$ cat config.mk
export PLATFORM = sky130hd
export DESIGN_NAME = spiflash_responder
export DESIGN_NICKNAME = d
export VERILOG_FILES = /design/src/rtl/spiflash_responder.sv
export SDC_FILE = /design/constraint.sdc
export NUM_CORES = 1
export LEC_CHECK = 0
export CAP_MARGIN = 20
export CORE_MARGIN = 2
export CORE_UTILIZATION = 35
export CTS_CLUSTER_DIAMETER = 200
export DETAILED_ROUTE_END_ITERATION = 8
export GPL_ROUTABILITY_DRIVEN = 0
export PLACE_DENSITY = 0.59
export SYNTH_ARGS = -nofsm -noshare
export SYNTH_HDL_FRONTEND = slang
export SYNTH_SLANG_ARGS = --single-unit
$ cat constraint.sdc
create_clock -name clk25 -period 5.8 [get_ports clk25]
set_clock_uncertainty 0.15 [all_clocks]
set_input_delay 0.58 -clock clk25 [delete_from_list [all_inputs] [get_ports clk25]]
set_output_delay 0.58 -clock clk25 [all_outputs]
set_load 0.01 [all_outputs]
$ cat src/rtl/spiflash_responder.sv
// SPI NOR flash responder (mode 0) serving reads from an on-chip memory port.
// Supports READ (0x03), FAST_READ (0x0B) and JEDEC ID (0x9F); other commands are ignored.
// The SPI pins are oversampled on clk25. ADDR_W is expected to be at most 24.
module spiflash_responder #(
  parameter int unsigned ADDR_W       = 24,
  parameter logic [23:0] JEDEC_ID     = 24'hEF4018,
  parameter int unsigned DUMMY_CYCLES = 8
) (
  input  logic              clk25,
  input  logic              reset_btn,
  input  logic              flash_csn,
  input  logic              flash_sck,
  input  logic              flash_mosi,
  output logic              flash_miso,
  output logic              flash_miso_oe,
  output logic [ADDR_W-1:0] mem_addr,
  output logic              mem_rd,
  input  logic [7:0]        mem_rdata,
  output logic              busy
);

  typedef enum logic [2:0] {StCmd, StAddr, StDummy, StFetch, StData, StId, StIgnore} state_e;

  logic [1:0] csn_sync;
  logic [2:0] sck_sync;
  logic [1:0] mosi_sync;
  logic       csn_s, sck_s, sck_d, mosi_s, rise, fall;

  state_e              state_q, state_d;
  logic [7:0]          bit_cnt_q, bit_cnt_d;
  logic [23:0]         shift_q, shift_d, shift_next;
  logic [7:0]          cmd_q, cmd_d;
  logic [ADDR_W-1:0]   addr_q, addr_d;
  logic                fetch_ph_q, fetch_ph_d;
  logic [7:0]          tx_q, tx_d;
  logic [7:0]          pf_q, pf_d;
  logic                pf_cap_q, pf_cap_d;
  logic                started_q, started_d;
  logic [2:0]          out_idx_q, out_idx_d;
  logic                miso_q, miso_d;
  logic                oe_q, oe_d;
  logic                mem_rd_c;

  // Synchronize the asynchronous SPI pins; csn resets to the deselected level.
  always_ff @(posedge clk25 or negedge reset_btn) begin
    if (!reset_btn) begin
      csn_sync  <= 2'b11;
      sck_sync  <= 3'b000;
      mosi_sync <= 2'b00;
    end else begin
      csn_sync  <= {csn_sync[0], flash_csn};
      sck_sync  <= {sck_sync[1:0], flash_sck};
      mosi_sync <= {mosi_sync[0], flash_mosi};
    end
  end

  assign csn_s  = csn_sync[1];
  assign sck_s  = sck_sync[1];
  assign sck_d  = sck_sync[2];
  assign mosi_s = mosi_sync[1];
  assign rise   = sck_s & ~sck_d & ~csn_s;
  assign fall   = ~sck_s & sck_d & ~csn_s;

  // Protocol state register.
  always_ff @(posedge clk25 or negedge reset_btn) begin
    if (!reset_btn) begin
      state_q    <= StCmd;
      bit_cnt_q  <= 8'd0;
      shift_q    <= 24'd0;
      cmd_q      <= 8'd0;
      addr_q     <= '0;
      fetch_ph_q <= 1'b0;
      tx_q       <= 8'd0;
      pf_q       <= 8'd0;
      pf_cap_q   <= 1'b0;
      started_q  <= 1'b0;
      out_idx_q  <= 3'd0;
      miso_q     <= 1'b0;
      oe_q       <= 1'b0;
    end else begin
      state_q    <= state_d;
      bit_cnt_q  <= bit_cnt_d;
      shift_q    <= shift_d;
      cmd_q      <= cmd_d;
      addr_q     <= addr_d;
      fetch_ph_q <= fetch_ph_d;
      tx_q       <= tx_d;
      pf_q       <= pf_d;
      pf_cap_q   <= pf_cap_d;
      started_q  <= started_d;
      out_idx_q  <= out_idx_d;
      miso_q     <= miso_d;
      oe_q       <= oe_d;
    end
  end

  // Next-state logic: command/address shifting, memory fetches and MISO sequencing.
  always_comb begin
    state_d    = state_q;
    bit_cnt_d  = bit_cnt_q;
    shift_d    = shift_q;
    cmd_d      = cmd_q;
    addr_d     = addr_q;
    fetch_ph_d = fetch_ph_q;
    tx_d       = tx_q;
    pf_d       = pf_q;
    pf_cap_d   = pf_cap_q;
    started_d  = started_q;
    out_idx_d  = out_idx_q;
    miso_d     = miso_q;
    oe_d       = oe_q;
    mem_rd_c   = 1'b0;
    shift_next = {shift_q[22:0], mosi_s};

    if (csn_s) begin
      // Deselect aborts everything, including any partial byte.
      state_d    = StCmd;
      bit_cnt_d  = 8'd0;
      fetch_ph_d = 1'b0;
      pf_cap_d   = 1'b0;
      started_d  = 1'b0;
      miso_d     = 1'b0;
      oe_d       = 1'b0;
    end else begin
      // Prefetched byte arrives one cycle after its read strobe.
      if (pf_cap_q) begin
        pf_d     = mem_rdata;
        addr_d   = addr_q + 1'b1;
        pf_cap_d = 1'b0;
      end
      unique case (state_q)
        StCmd: begin
          if (rise) begin
            shift_d   = shift_next;
            bit_cnt_d = bit_cnt_q + 8'd1;
            if (bit_cnt_q == 8'd7) begin
              bit_cnt_d = 8'd0;
              cmd_d     = shift_next[7:0];
              case (shift_next[7:0])
                8'h03, 8'h0B: state_d = StAddr;
                8'h9F: begin
                  state_d = StId;
                  shift_d = JEDEC_ID;
                end
                default: state_d = StIgnore;
              endcase
            end
          end
        end
        StAddr: begin
          if (rise) begin
            shift_d   = shift_next;
            bit_cnt_d = bit_cnt_q + 8'd1;
            if (bit_cnt_q == 8'd23) begin
              bit_cnt_d = 8'd0;
              addr_d    = shift_next[ADDR_W-1:0];
              if (cmd_q == 8'h0B && DUMMY_CYCLES != 0) state_d = StDummy;
              else                                     state_d = StFetch;
            end
          end
        end
        StDummy: begin
          if (rise) begin
            bit_cnt_d = bit_cnt_q + 8'd1;
            if (bit_cnt_q == 8'(DUMMY_CYCLES - 1)) begin
              bit_cnt_d = 8'd0;
              state_d   = StFetch;
            end
          end
        end
        StFetch: begin
          if (!fetch_ph_q) begin
            mem_rd_c   = 1'b1;
            fetch_ph_d = 1'b1;
          end else begin
            tx_d       = mem_rdata;
            addr_d     = addr_q + 1'b1;
            fetch_ph_d = 1'b0;
            started_d  = 1'b0;
            state_d    = StData;
          end
        end
        StData: begin
          if (fall) begin
            oe_d      = 1'b1;
            started_d = 1'b1;
            out_idx_d = 3'd7;
            if (!started_q) begin
              miso_d = tx_q[7];
            end else if (out_idx_q == 3'd0) begin
              tx_d   = pf_q;
              miso_d = pf_q[7];
            end else begin
              miso_d    = tx_q[3'(out_idx_q - 3'd1)];
              out_idx_d = 3'(out_idx_q - 3'd1);
            end
          end else if (rise && started_q && out_idx_q == 3'd7) begin
            // Initiator is sampling bit 7: fetch the following byte now.
            mem_rd_c = 1'b1;
            pf_cap_d = 1'b1;
          end
        end
        StId: begin
          // Zeros shift in behind the ID, so it reads 0 once exhausted.
          if (fall) begin
            miso_d  = shift_q[23];
            oe_d    = 1'b1;
            shift_d = {shift_q[22:0], 1'b0};
          end
        end
        StIgnore: oe_d = 1'b0;
        default:  state_d = StCmd;
      endcase
    end
  end

  assign flash_miso    = miso_q;
  assign flash_miso_oe = oe_q & ~csn_s;
  assign mem_addr      = addr_q;
  assign mem_rd        = mem_rd_c;
  assign busy          = ~csn_s;

endmodule

==> impl_results.md <==
- Critical path buffer and inverter count: 3
- Synthesis-stage register bit count: 98
- Multi-input logic area: 3220 um2
- DIE AREA: 17900 um2
- Max-Cap Viols: 0
- Fin. Hold Viols: 0
- Most used DFF post-synth: dfrtp_1
- Reg2reg path depth: 7
- Reg clk slew, reported paths: 0.07 ns
- Vias post-DR: 5218
- Fin crit share: 57.1%
- Pwr dens: 355 nW/um2
- Final setup violation count: 0
- Synth cell types: 78
- WL/cell: 18.9 um
- Post-detailed-route count of antenna-violating nets: 0
- Setup TNS Final: 0 ns
- Kind of critical path: reg2out
- Synth-to-Final Area Change: 13.7%
- Post-DR vias/cell: 5.88
- CTS tree: yes
- Crit path max-delay family: buffers and inverters
- Reg2reg setup slack: 2.74 ns
- Placed wire-length estimate: 11800 um
- Worst-margin pin slew: 0.763 ns
- Synthesized cell area: 5910 um2
- FF+latch area: 2450 um2
- Met1 Use GR: 27.7%
- FP Rows: 47
- GR Util All Layers: 19.1%
- DR iter-0 viols: 559
- CTS Hold Buffers Added: 0
- Synthesized instance count: 651
- # clock sinks: 98
- Crit path capture type: output port
- Outcome: finished clean
- Async set or reset register ratio after synthesis: 100%
- Ratio of cells with drive above 1 in the final layout: 9.58%
- 1st-pass router iterations: 5
- Final min period: 3.31 ns
- # resized after CTS: 0
- Inserted Clock Buffers: 9
- CP max stage delay: 0.85 ns
- # diodes: 0
- RSZ-0062 raised after global routing: false
- PortBufs: 40
- Max Slew Vio Count: 0
- Worst skew pair latency: 0.36 ns
- Met3 Use GR: 3.14%
- WL final: 16800 um
- Worst endpoint required time: 5.07 ns
- Post-synth EDFFs: 0
- Register area share after synthesis: 41.5%
- Grt ovf: 0
- Nets: 681
- Synth warnings: 0
- RR Endpoint: mem_addr[18]
- Mean Syn Cell Area: 9.08 um2
- Element type at the critical path start: flip-flop
- First-pass GRT wire length: 26900 um
- Fillers: 1599
- Core area: 16500 um2
- Max Fclk: 0.302 GHz
- Max clock buf depth: 2
- Slowest cell on crit path: dfstp_2
- P_leak: 2.66 nW
- FF-to-FF Start: mem_addr[0]
- Post-Syn Nets: 669
- Detailed-route DRC error count: 0
- H-tree depth: 3
- Vias in the first global route: 4878
- Antenna violations before repair: 0
- Die Span Y: 134 um
- Largest net degree at the start of global routing: 51
- Post-CTS setup repair buffer count: 0
- Max-Slew Margin vs Limit: 48.6%
- GR peak layer: met2
- Crit-path cells: buf_4, inv_1, clkdlybuf4s50_1
- Initial Util: 35.8%
- Worst Hold Slack: 0.0845 ns
- Peak supply drop: 0.000170 V
- HP Class: in2async
- Clk root buf: clkbuf_16
- Die W: 134 um
- WP data arrival: 2.58 ns
- Top Ports: 41
- Critical Path Fanout Max: 27
- Met2 usage: 27.9%
## through the flow
step / util [%] / cells / area [um2] / total power (W) / setup slack (ns)
3_3_place_gp: 38.9 / 872 / 6430 / 0.00178 / 2.94
5_1_grt: 40.7 / 888 / 6720 / 0.00252 / 2.38
2_1_floorplan: - / 651 / 5910 / 0.00151 / 3.11
3_5_place_dp: 38.9 / 872 / 6430 / 0.00180 / 2.82
6_report: 40.7 / 888 / 6720 / 0.00238 / 2.49
4_1_cts: 40.7 / 888 / 6720 / 0.00239 / 2.53
## state kept, by name, indices dropped and copies added, names as in the netlist, 2 cells and up
| signal | count |
|---|---|
| bit_cnt_q | 8 |
| cmd_q | 8 |
| csn_sync | 2 |
| mem_addr | 24 |
| mosi_sync | 2 |
| out_idx_q | 3 |
| pf_q | 8 |
| sck_sync | 3 |
| shift_q | 24 |
| state_q | 3 |
| tx_q | 8 |
## synthesized netlist by cell type, types with 8 or more instances
cell type	number	area, um2
o21ai_0	52	260
a21oi_1	42	210
buf_2	14	70.1
xnor2_1	18	158
nand4_1	13	81.3
o22a_1	11	96.3
nor3_1	19	95.1
mux2i_1	9	90.1
a22o_1	12	105
inv_1	8	30.0
nand2_1	69	259
dfrtp_1	96	2400
nand3_1	26	130
and3_1	9	56.3
xor2_1	9	78.8
clkbuf_1	25	93.8
a31oi_1	8	50.1
nor2_1	51	191
mux2_2	17	191
## cells in the final DEF (no fill, tap or decap), types with 11 or more instances in the layout
| cell type | Yosys | routed |
|---|---|---|
| dfrtp_1 | 96 | 96 |
| nand2_1 | 69 | 69 |
| o21ai_0 | 52 | 52 |
| nor2_1 | 51 | 51 |
| a21oi_1 | 42 | 42 |
| clkdlybuf4s50_1 | 0 | 39 |
| nand3_1 | 26 | 26 |
| nor3_1 | 19 | 19 |
| xnor2_1 | 18 | 18 |
| mux2_2 | 17 | 17 |
| nand4_1 | 13 | 13 |
| a22o_1 | 12 | 12 |
| o22a_1 | 11 | 11 |
## metal layers
layer	vias up	part of all wire (%)
li1	2449	-
met1	2538	46
met2	203	44
met3	28	7.0
met4	0	2.8
met5	-	0
## how the worst max path moves through the flow
stage,cells after the start,to,slack (ns),from
after CTS,4,mem_rd,2.53,state_q[1]
after global routing,3,busy,2.38,csn_sync[1]
after floorplan,7,mem_addr[18],3.11,mem_addr[0]
after global placement,4,mem_rd,2.94,state_q[1]
after detailed placement,7,mem_addr[18],2.82,mem_addr[0]
final,3,busy,2.49,csn_sync[1]
## worst register-to-register path, stage by stage (launching register included)
cell	delay, ns
dfrtp_1	0.46
ha_1	0.32
nand4_1	0.18
nor4_2	0.58
mux2_2	0.40
a221o_1	0.36
a221o_1	0.35
nor3b_1	0.15
## logic make-up (layout without fill, tap and decap cells)
group | after synthesis | count (layout) | share of synthesized area, %
mux | 29 | 29 | 5.71
buf+inv | 54 | 71 | 3.94
xor+xnor | 27 | 27 | 4.00
flops | 98 | 98 | 41.5
fa+ha+maj | 5 | 5 | 1.06
simple gates | 249 | 249 | 22.5
compound gates | 189 | 189 | 21.2
## final cells by class
class / instances / share of cell area [%]
multi-input cells: 499 / 48.0
flip-flops and latches: 98 / 36.5
repair buffers: 47 / 6.70
well taps: 220 / 4.09
clock buffers: 11 / 3.76
clock inverters: 5 / 0.521
inverters: 8 / 0.447
## power breakdown
group	switching, W	leakage (nW)	internal (W)	total, W
combinational	0.000421	1.26	0.000336	0.000756
sequential	0.000217	1.26	0.000824	0.00104
clock	0.000270	0.142	0.000316	0.000586
Note: power is estimated with default switching activity, not from simulation.
